--- config.mk ---
export PLATFORM = sky130hd
export DESIGN_NAME = tick_debounce
export DESIGN_NICKNAME = d
export VERILOG_FILES = /design/src/rtl/tick_debounce_pkg.sv /design/src/rtl/debounce_chan.sv /design/src/rtl/tick_debounce.sv
export SDC_FILE = /design/constraint.sdc
export NUM_CORES = 1
export LEC_CHECK = 0
export BUFFER_PORTS_ARGS = -buffer_cell sky130_fd_sc_hd__buf_2
export CAP_MARGIN = 15
export CORE_ASPECT_RATIO = 0.9
export CORE_MARGIN = 4
export CORE_UTILIZATION = 60
export CTS_BUF_LIST = sky130_fd_sc_hd__clkbuf_8
export DETAILED_ROUTE_END_ITERATION = 8
export PLACE_DENSITY = 0.87
export SETUP_SLACK_MARGIN = 0.1
export SKIP_LAST_GASP = 1
export SLEW_MARGIN = 20
export SYNTH_ARGS = -nofsm -noshare
export SYNTH_HDL_FRONTEND = slang
export SYNTH_SLANG_ARGS = --single-unit
--- constraint.sdc ---
create_clock -name clk_in -period 2.2 [get_ports clk_in]
set_input_delay 0.11 -clock clk_in [delete_from_list [all_inputs] [get_ports clk_in]]
set_output_delay 0.11 -clock clk_in [all_outputs]
set_load 0.01 [all_outputs]
--- src/rtl/tick_debounce_pkg.sv ---
// tick_debounce_pkg: shared types and constants for the tick-sampled button debouncer.
//   deb_state_t       - per-channel debounce state
//   STABLE_TICKS_DEF  - default number of consecutive tick samples to accept a change
//   CNT_W             - width of the per-channel tick counter
package tick_debounce_pkg;

    typedef enum logic [1:0] {
        RELEASED,
        PRESS_PEND,
        PRESSED,
        RELEASE_PEND
    } deb_state_t;

    localparam int unsigned STABLE_TICKS_DEF = 4;
    localparam int unsigned CNT_W            = 4;

endpackage

--- src/rtl/debounce_chan.sv ---
// debounce_chan: one button channel - 2-flop synchronizer, debounce FSM with tick counter,
// registered level and one-cycle press/release pulses.
//   clk_i      - system clock
//   rst_ni     - asynchronous active-low reset
//   tick_i     - single-cycle sample strobe (already reduced to its first high cycle)
//   raw_i      - asynchronous bouncing button pin, active-high
//   level_o    - debounced level
//   press_o    - one-cycle pulse on accepted press
//   release_o  - one-cycle pulse on accepted release
module debounce_chan
    import tick_debounce_pkg::*;
#(
    parameter int unsigned STABLE_TICKS = STABLE_TICKS_DEF
) (
    input  logic clk_i,
    input  logic rst_ni,
    input  logic tick_i,
    input  logic raw_i,
    output logic level_o,
    output logic press_o,
    output logic release_o
);

    localparam logic [CNT_W-1:0] StableCnt = CNT_W'(STABLE_TICKS);

    logic             sync1_q;
    logic             sync2_q;
    deb_state_t       state_q;
    logic [CNT_W-1:0] cnt_q;
    logic [CNT_W-1:0] cnt_inc;
    logic             level_q;
    logic             press_q;
    logic             release_q;

    always_ff @(posedge clk_i or negedge rst_ni) begin
        if (!rst_ni) begin
            sync1_q <= 1'b0;
            sync2_q <= 1'b0;
        end else begin
            sync1_q <= raw_i;
            sync2_q <= sync1_q;
        end
    end

    assign cnt_inc = cnt_q + CNT_W'(1);

    // Counter only ever climbs to STABLE_TICKS-1 before being cleared on accept.
    always_ff @(posedge clk_i or negedge rst_ni) begin
        if (!rst_ni) begin
            state_q   <= RELEASED;
            cnt_q     <= '0;
            level_q   <= 1'b0;
            press_q   <= 1'b0;
            release_q <= 1'b0;
        end else begin
            press_q   <= 1'b0;
            release_q <= 1'b0;
            if (tick_i) begin
                case (state_q)
                    RELEASED: begin
                        if (sync2_q) begin
                            state_q <= PRESS_PEND;
                            cnt_q   <= CNT_W'(1);
                        end
                    end
                    PRESS_PEND: begin
                        if (!sync2_q) begin
                            state_q <= RELEASED;
                            cnt_q   <= '0;
                        end else if (cnt_inc == StableCnt) begin
                            state_q <= PRESSED;
                            cnt_q   <= '0;
                            level_q <= 1'b1;
                            press_q <= 1'b1;
                        end else begin
                            cnt_q <= cnt_inc;
                        end
                    end
                    PRESSED: begin
                        if (!sync2_q) begin
                            state_q <= RELEASE_PEND;
                            cnt_q   <= CNT_W'(1);
                        end
                    end
                    RELEASE_PEND: begin
                        if (sync2_q) begin
                            state_q <= PRESSED;
                            cnt_q   <= '0;
                        end else if (cnt_inc == StableCnt) begin
                            state_q   <= RELEASED;
                            cnt_q     <= '0;
                            level_q   <= 1'b0;
                            release_q <= 1'b1;
                        end else begin
                            cnt_q <= cnt_inc;
                        end
                    end
                    default: begin
                        state_q <= RELEASED;
                        cnt_q   <= '0;
                        level_q <= 1'b0;
                    end
                endcase
            end
        end
    end

    assign level_o   = level_q;
    assign press_o   = press_q;
    assign release_o = release_q;

endmodule

--- src/rtl/tick_debounce.sv ---
// tick_debounce: N_BTN independent tick-sampled button debouncers.
//   clk_in       - system clock, rising edge
//   rst_n        - asynchronous active-low reset
//   tick         - sample strobe from slow-clock divider
//   btn_raw      - asynchronous bouncing button pins
//   btn_level    - debounced levels
//   btn_press    - one-cycle pulses on accepted presses
//   btn_release  - one-cycle pulses on accepted releases
//   tick_err     - sticky: tick seen high on two or more consecutive cycles
module tick_debounce
    import tick_debounce_pkg::*;
#(
    parameter int unsigned N_BTN        = 5,
    parameter int unsigned STABLE_TICKS = STABLE_TICKS_DEF
) (
    input  logic             clk_in,
    input  logic             rst_n,
    input  logic             tick,
    input  logic [N_BTN-1:0] btn_raw,
    output logic [N_BTN-1:0] btn_level,
    output logic [N_BTN-1:0] btn_press,
    output logic [N_BTN-1:0] btn_release,
    output logic             tick_err
);

    logic tick_q;
    logic tick_err_q;
    logic tick_first;

    // A stuck-high strobe counts once; the extra high cycles only flag the error.
    assign tick_first = tick & ~tick_q;

    always_ff @(posedge clk_in or negedge rst_n) begin
        if (!rst_n) begin
            tick_q     <= 1'b0;
            tick_err_q <= 1'b0;
        end else begin
            tick_q <= tick;
            if (tick && tick_q) begin
                tick_err_q <= 1'b1;
            end
        end
    end

    assign tick_err = tick_err_q;

    for (genvar i = 0; i < N_BTN; i++) begin : g_chan
        debounce_chan #(
            .STABLE_TICKS(STABLE_TICKS)
        ) u_chan (
            .clk_i     (clk_in),
            .rst_ni    (rst_n),
            .tick_i    (tick_first),
            .raw_i     (btn_raw[i]),
            .level_o   (btn_level[i]),
            .press_o   (btn_press[i]),
            .release_o (btn_release[i])
        );
    end

endmodule

======== After elaboration in Yosys (flattened, before gate mapping) ========
Cells that the tools add are included.
word-level totals
  flip-flop bits (word level) ............. 57
  input port bits ......................... 8
  output and inout port bits .............. 16
  logic and storage cells ................. 255
cells by class
  add/subtract/negate cells ............... 5
  equality and inequality tests ........... 60
  muxes and demuxes ....................... 125
  bitwise logic cells ..................... 2
  reduce and logical (&&, ||, !) cells .... 26
operators by type and width
  kind                 number
  $mux 4               25
  $pmux 4 s4           5
  $mux 2               30
  $mux 1               55
  $ne 2x1->1 const B   20
  $pmux 2 s4           5
  $reduce_and 6->1     5
  $reduce_and 5->1     5
  $add 4x1->4 const B  5
  $eq 2x2->1 const B   10
  $eq 4x3->1 const B   5
  $ne 2x2->1 const B   10
  $ne 3x1->1 const B   5
  $ne 3x3->1 const B   5
  $reduce_and 3->1     5
  $eq 2x1->1 const B   5
  $logic_not 2->1      5
  $pmux 1 s2           5
  $reduce_bool 2->1    5
  $and 1x1->1          1
  $logic_and 1x1->1    1
  $not 1->1            1

======== Longest topological paths before layout ========
  word-level depth ........................ 6
  gate-level depth with buffers ........... 6
  gate-level depth less buffers ........... 5

======== By module ========
Synthesis repeated with hierarchy kept, for this count alone.
second synthesis, totals
  cells, all modules ...................... 245
  area total of the unflattened synthesis .. 2,697.6 µm²
by module, submodules not included
  module                                 times used  cells each  area each (µm²)  seq. area each (µm²)
  debounce_chan at g_chan[1].u_chan ...  4           48          519.2            275.3
  debounce_chan at g_chan[0].u_chan      1           49          556.8            275.3
  tick_debounce                          1           4           63.8             50.0

======== Worst setup path before layout ========
OpenSTA, ideal clock, no wires.
  kind .................................... flip-flop to flip-flop
  start ................................... reg g_chan[0].u_chan.cnt_q[0]
  end ..................................... reg g_chan[0].u_chan.level_q
  library setup time ...................... 124 ps
  arrival ................................. 1,625 ps
  data required time ...................... 2,076 ps
  setup slack ............................. 451 ps
  stages on the path, launching flop included .. 6
  buffers on the path ..................... 0
  period minus slack after synthesis ...... 1,749 ps
  cell sequence ........................... dfrtp_1 -> ha_1 -> nand2b_1 -> o32a_1 -> or2_1 -> a211o_1
between the ends
  longest elaborated chain between the ends .. 4
  elaborated cells on any way between the ends .. 5
  those cells by class .................... add/sub (1); eq/ne (3); reduce/logical (1)
RTL lines
  item                                 RTL line                                  text
  start: declaration                   debounce_chan.sv:29                       logic [CNT_W-1:0] cnt_q;
  start signal: assignment             debounce_chan.sv:76                       cnt_q <= cnt_inc;
  start signal: assignment             debounce_chan.sv:95                       cnt_q <= cnt_inc;
  $add 4x1->4 *                        debounce_chan.sv:45                       assign cnt_inc = cnt_q + CNT_W'(1);
  $eq 4x3->1 *                         debounce_chan.sv:70, debounce_chan.sv:89
  $ne 2x1->1 (no source line)          -
  $reduce_and 6->1 (no source line) *  -
  end signal: assignment               debounce_chan.sv:52                       level_q <= 1'b0;
  end signal: assignment               debounce_chan.sv:73                       level_q <= 1'b1;
  end signal: assignment               debounce_chan.sv:92                       level_q <= 1'b0;
  end: declaration                     debounce_chan.sv:31                       logic level_q;
Mark *: on every way between the ends. The rest lies on a longest branch, timed or not.
A chain may end at the register's enable or synchronous reset.

======== Worst setup path after layout ========
Ends and elaborated chain as after synthesis.

==> flow_metrics.env <==
export IMPL_status="completed"
export IMPL_slew_violations=0
export IMPL_grt_usage_pct=19.4
export IMPL_syn_nets=291
export IMPL_worstSetupStartpointType="flip-flop"
export IMPL_syn_inst=273
export IMPL_critPathKind="reg2reg"
export IMPL_r2r_slack_ns=0.32
export IMPL_grt_pass1_vias=1973
export IMPL_io_buffer_count=23
export IMPL_yosysTopAreaCellShare_pct=51.4
export IMPL_synth_edff_count=0
export IMPL_path_clk_slew_ns=0.06
export IMPL_die_y_um=72.6
export IMPL_diodes=0
export IMPL_hpwl_um=3280
export IMPL_ys_top_cells_by_area="dfrtp_1, ha_1, o21ai_0"
export IMPL_cellLeakagePower_nw=1.44
export IMPL_power_per_cell_area_mw_per_mm2=1070
export IMPL_finalCriticalPeriod_ns=1.88
export IMPL_cts_root_buf="clkbuf_8"
export IMPL_cts_tree="built"
export IMPL_synthFlopType="dfrtp_1"
export IMPL_synth_most_common_cell="dfrtp_1"
export IMPL_core_area_mm2=0.00446
export IMPL_vdd_ir_drop_worst_mv=0.882
export IMPL_seq_area_frac_synth_pct=51.4
export IMPL_postSynth_asyncResetShare_pct=100
export IMPL_syn_area_per_cell_um2=10.2
export IMPL_dp_cells=340
export IMPL_rows=23
export IMPL_syn_to_final_growth_pct=14.6
export IMPL_clkLatencyLatePin_ns=0.32
export IMPL_nFillCells=324
export IMPL_synth_warning_count=0
export IMPL_worst_slew_pin_slew_ns=0.607
export IMPL_drcViolationCount=0
export IMPL_wirelength_um=4850
export IMPL_cp_required_ns=2.41
export IMPL_cts_buffers=9
export IMPL_grt_max_degree=32
export IMPL_yosysUniqueCellTypes=42
export IMPL_die_width_um=79.7
export IMPL_tns_ns=0
export IMPL_vias=1999
export IMPL_reg2reg_to="g_chan[0].u_chan.level_o$_DFFE_PN0P_"
export IMPL_gp_congestion=0.815
export IMPL_cts_buffer_depth=2
export IMPL_fin_worst_skew_ns=0.00488
export IMPL_worstHoldPathType="in2async"
export IMPL_htree_levels=3
export IMPL_hold_viol_final=0
export IMPL_maxCapViolCount=0
export IMPL_viasPerCell=5.51
export IMPL_drtIter0Drc=83
export IMPL_synth_area_leader_cell="dfrtp_1"
export IMPL_layout_cells_non_filler=363
export IMPL_setup_viol=0
export IMPL_worstPathMaxFanout=7
export IMPL_ios=24
export IMPL_clock_sinks=57
export IMPL_ant_nets=0
export IMPL_rr_worst_depth=5
export IMPL_max_freq_mhz=533
export IMPL_critical_path_endpoint="g_chan[0].u_chan.level_o$_DFFE_PN0P_"
export IMPL_synthesis_area_mm2=0.00278
export IMPL_routedWlPerCell_um=13.4
export IMPL_synth_top_cells_by_count="dfrtp_1, nand2_1, o21ai_0"
export IMPL_drive_above_1_share_pct=15.9
export IMPL_grt_pass1_wl_um=8660
export IMPL_antenna_found_initial=0
export IMPL_endpoint_kind="flip-flop"
export IMPL_first_pass_iters=5
export IMPL_dieArea_mm2=0.00578
export IMPL_r2r_start="g_chan[0].u_chan.cnt_q[0]$_DFFE_PN0P_"
export IMPL_fin_nets=314
export IMPL_synth_seq_cells=57
export IMPL_overflow=0
export IMPL_rsz0062_at_grt="no"
export IMPL_maxSlewHeadroom_pct=59.6
export IMPL_setup_worst_path_start="g_chan[0].u_chan.cnt_q[0]$_DFFE_PN0P_"
export IMPL_post_cts_setup_buffer_count=0
export IMPL_min_period_over_period_pct=85.2
export IMPL_initial_core_util_pct=62.3
export IMPL_cp_arrival_ns=2.09
## power breakdown
part | total (W) | internal [W] | switching (W)
Combinational | 0.000711 | 0.000338 | 0.000374
Clock | 0.00118 | 0.000777 | 0.000406
Sequential | 0.00152 | 0.00124 | 0.000283
## cells in the final DEF (no fill, tap or decap), types with 4 or more instances in the layout
cell and count:
o21ai_0 24, a21bo_2 4, nor2b_1 9, nor3_1 9, mux2i_1 4, clkbuf_8 10, ha_1 10, nor4_1 5
nand2_1 30, xor2_1 6, inv_1 12, nand3b_1 6, a31oi_1 8, nor2_1 10, a21oi_1 10, dlygate4sd3_1 7
nor3b_1 4, buf_2 23, dfrtp_1 57, nand3_1 12
## per-layer routing
metal	global-route usage, %	vias to the layer above	part of all wire [%]
met2	32.0	36	51
met3	5.46	10	3.9
li1	-	1006	-
met5	0	-	0
met1	23.8	947	43
met4	8.59	0	1.4
## sequential cells by signal (all words and copies together), names as in the netlist, named ones only
signal / cells
g_chan.u_chan.sync2_q: 5
g_chan.u_chan.sync1_q: 5
g_chan.u_chan.press_o: 5
g_chan.u_chan.release_o: 5
g_chan.u_chan.state_q: 5
tick_err: 1
g_chan.u_chan.cnt_q: 20
tick_q: 1
g_chan.u_chan.level_o: 5
## cells by family (layout without fill, tap and decap cells)
group / after synthesis / in the layout / share of synthesized area [%]
adders and majority gates: 10 / 10 / 4.50
xor gates and xnor gates: 6 / 6 / 1.89
AOI/OAI and AO/OA: 68 / 68 / 15.9
buffers and inverters: 31 / 59 / 6.53
DFF: 57 / 57 / 51.4
and+or+nand+nor: 95 / 95 / 17.6
muxes: 6 / 6 / 2.25
## how the worst min path moves through the flow
stage / cells after the start / to / from / slack, ns
6_report: 2 / g_chan[2].u_chan.cnt_q[1]$_DFFE_PN0P_ / rst_n / 0.33
3_5_place_dp: 1 / g_chan[2].u_chan.cnt_q[3]$_DFFE_PN0P_ / rst_n / 0.15
3_3_place_gp: 1 / g_chan[4].u_chan.sync1_q$_DFF_PN0_ / rst_n / 0.15
4_1_cts: 2 / g_chan[2].u_chan.cnt_q[1]$_DFFE_PN0P_ / rst_n / 0.34
2_1_floorplan: 0 / async pin / rst_n / -0.19
5_1_grt: 0 / g_chan[3].u_chan.sync2_q$_DFF_PN0_ / g_chan[3].u_chan.sync1_q$_DFF_PN0_ / 0.35
## stage by stage
stage	area (µm²)	setup slack (ns)	hold WS, ns	utilization, %	power [W]
after detailed placement	2870	0.317	0.153	64.3	0.00222
after floorplan	2780	0.451	-0.186	-	0.00203
after global routing	3180	0.220	0.353	71.4	0.00364
after CTS	3180	0.314	0.336	71.4	0.00343
final	3180	0.325	0.330	71.4	0.00341
after global placement	2870	0.411	0.150	64.3	0.00217
## area by class of cell
class,count,area (µm²),share of cell area (%)
repair buffers,32,225,7.07
well taps,62,77.6,2.44
clock buffers,10,138,4.32
flip-flops and latches,57,1430,44.8
clock inverters,6,106,3.34
inverters,11,41.3,1.30
multi-input cells,185,1170,36.7
## worst max-delay path: stages, from the launching register on
cell and delay, ns:
dfrtp_1 0.44, ha_1 0.24, nand2b_1 0.17, o32a_1 0.33
or2_1 0.28, a211o_1 0.30
## repair_timing
item / CTS / global route
hold buffers: 7 / 0
resized for setup: 0 / 0
hold endpoints to repair: 32 / 0
Power figures use the tool's default switching activity.
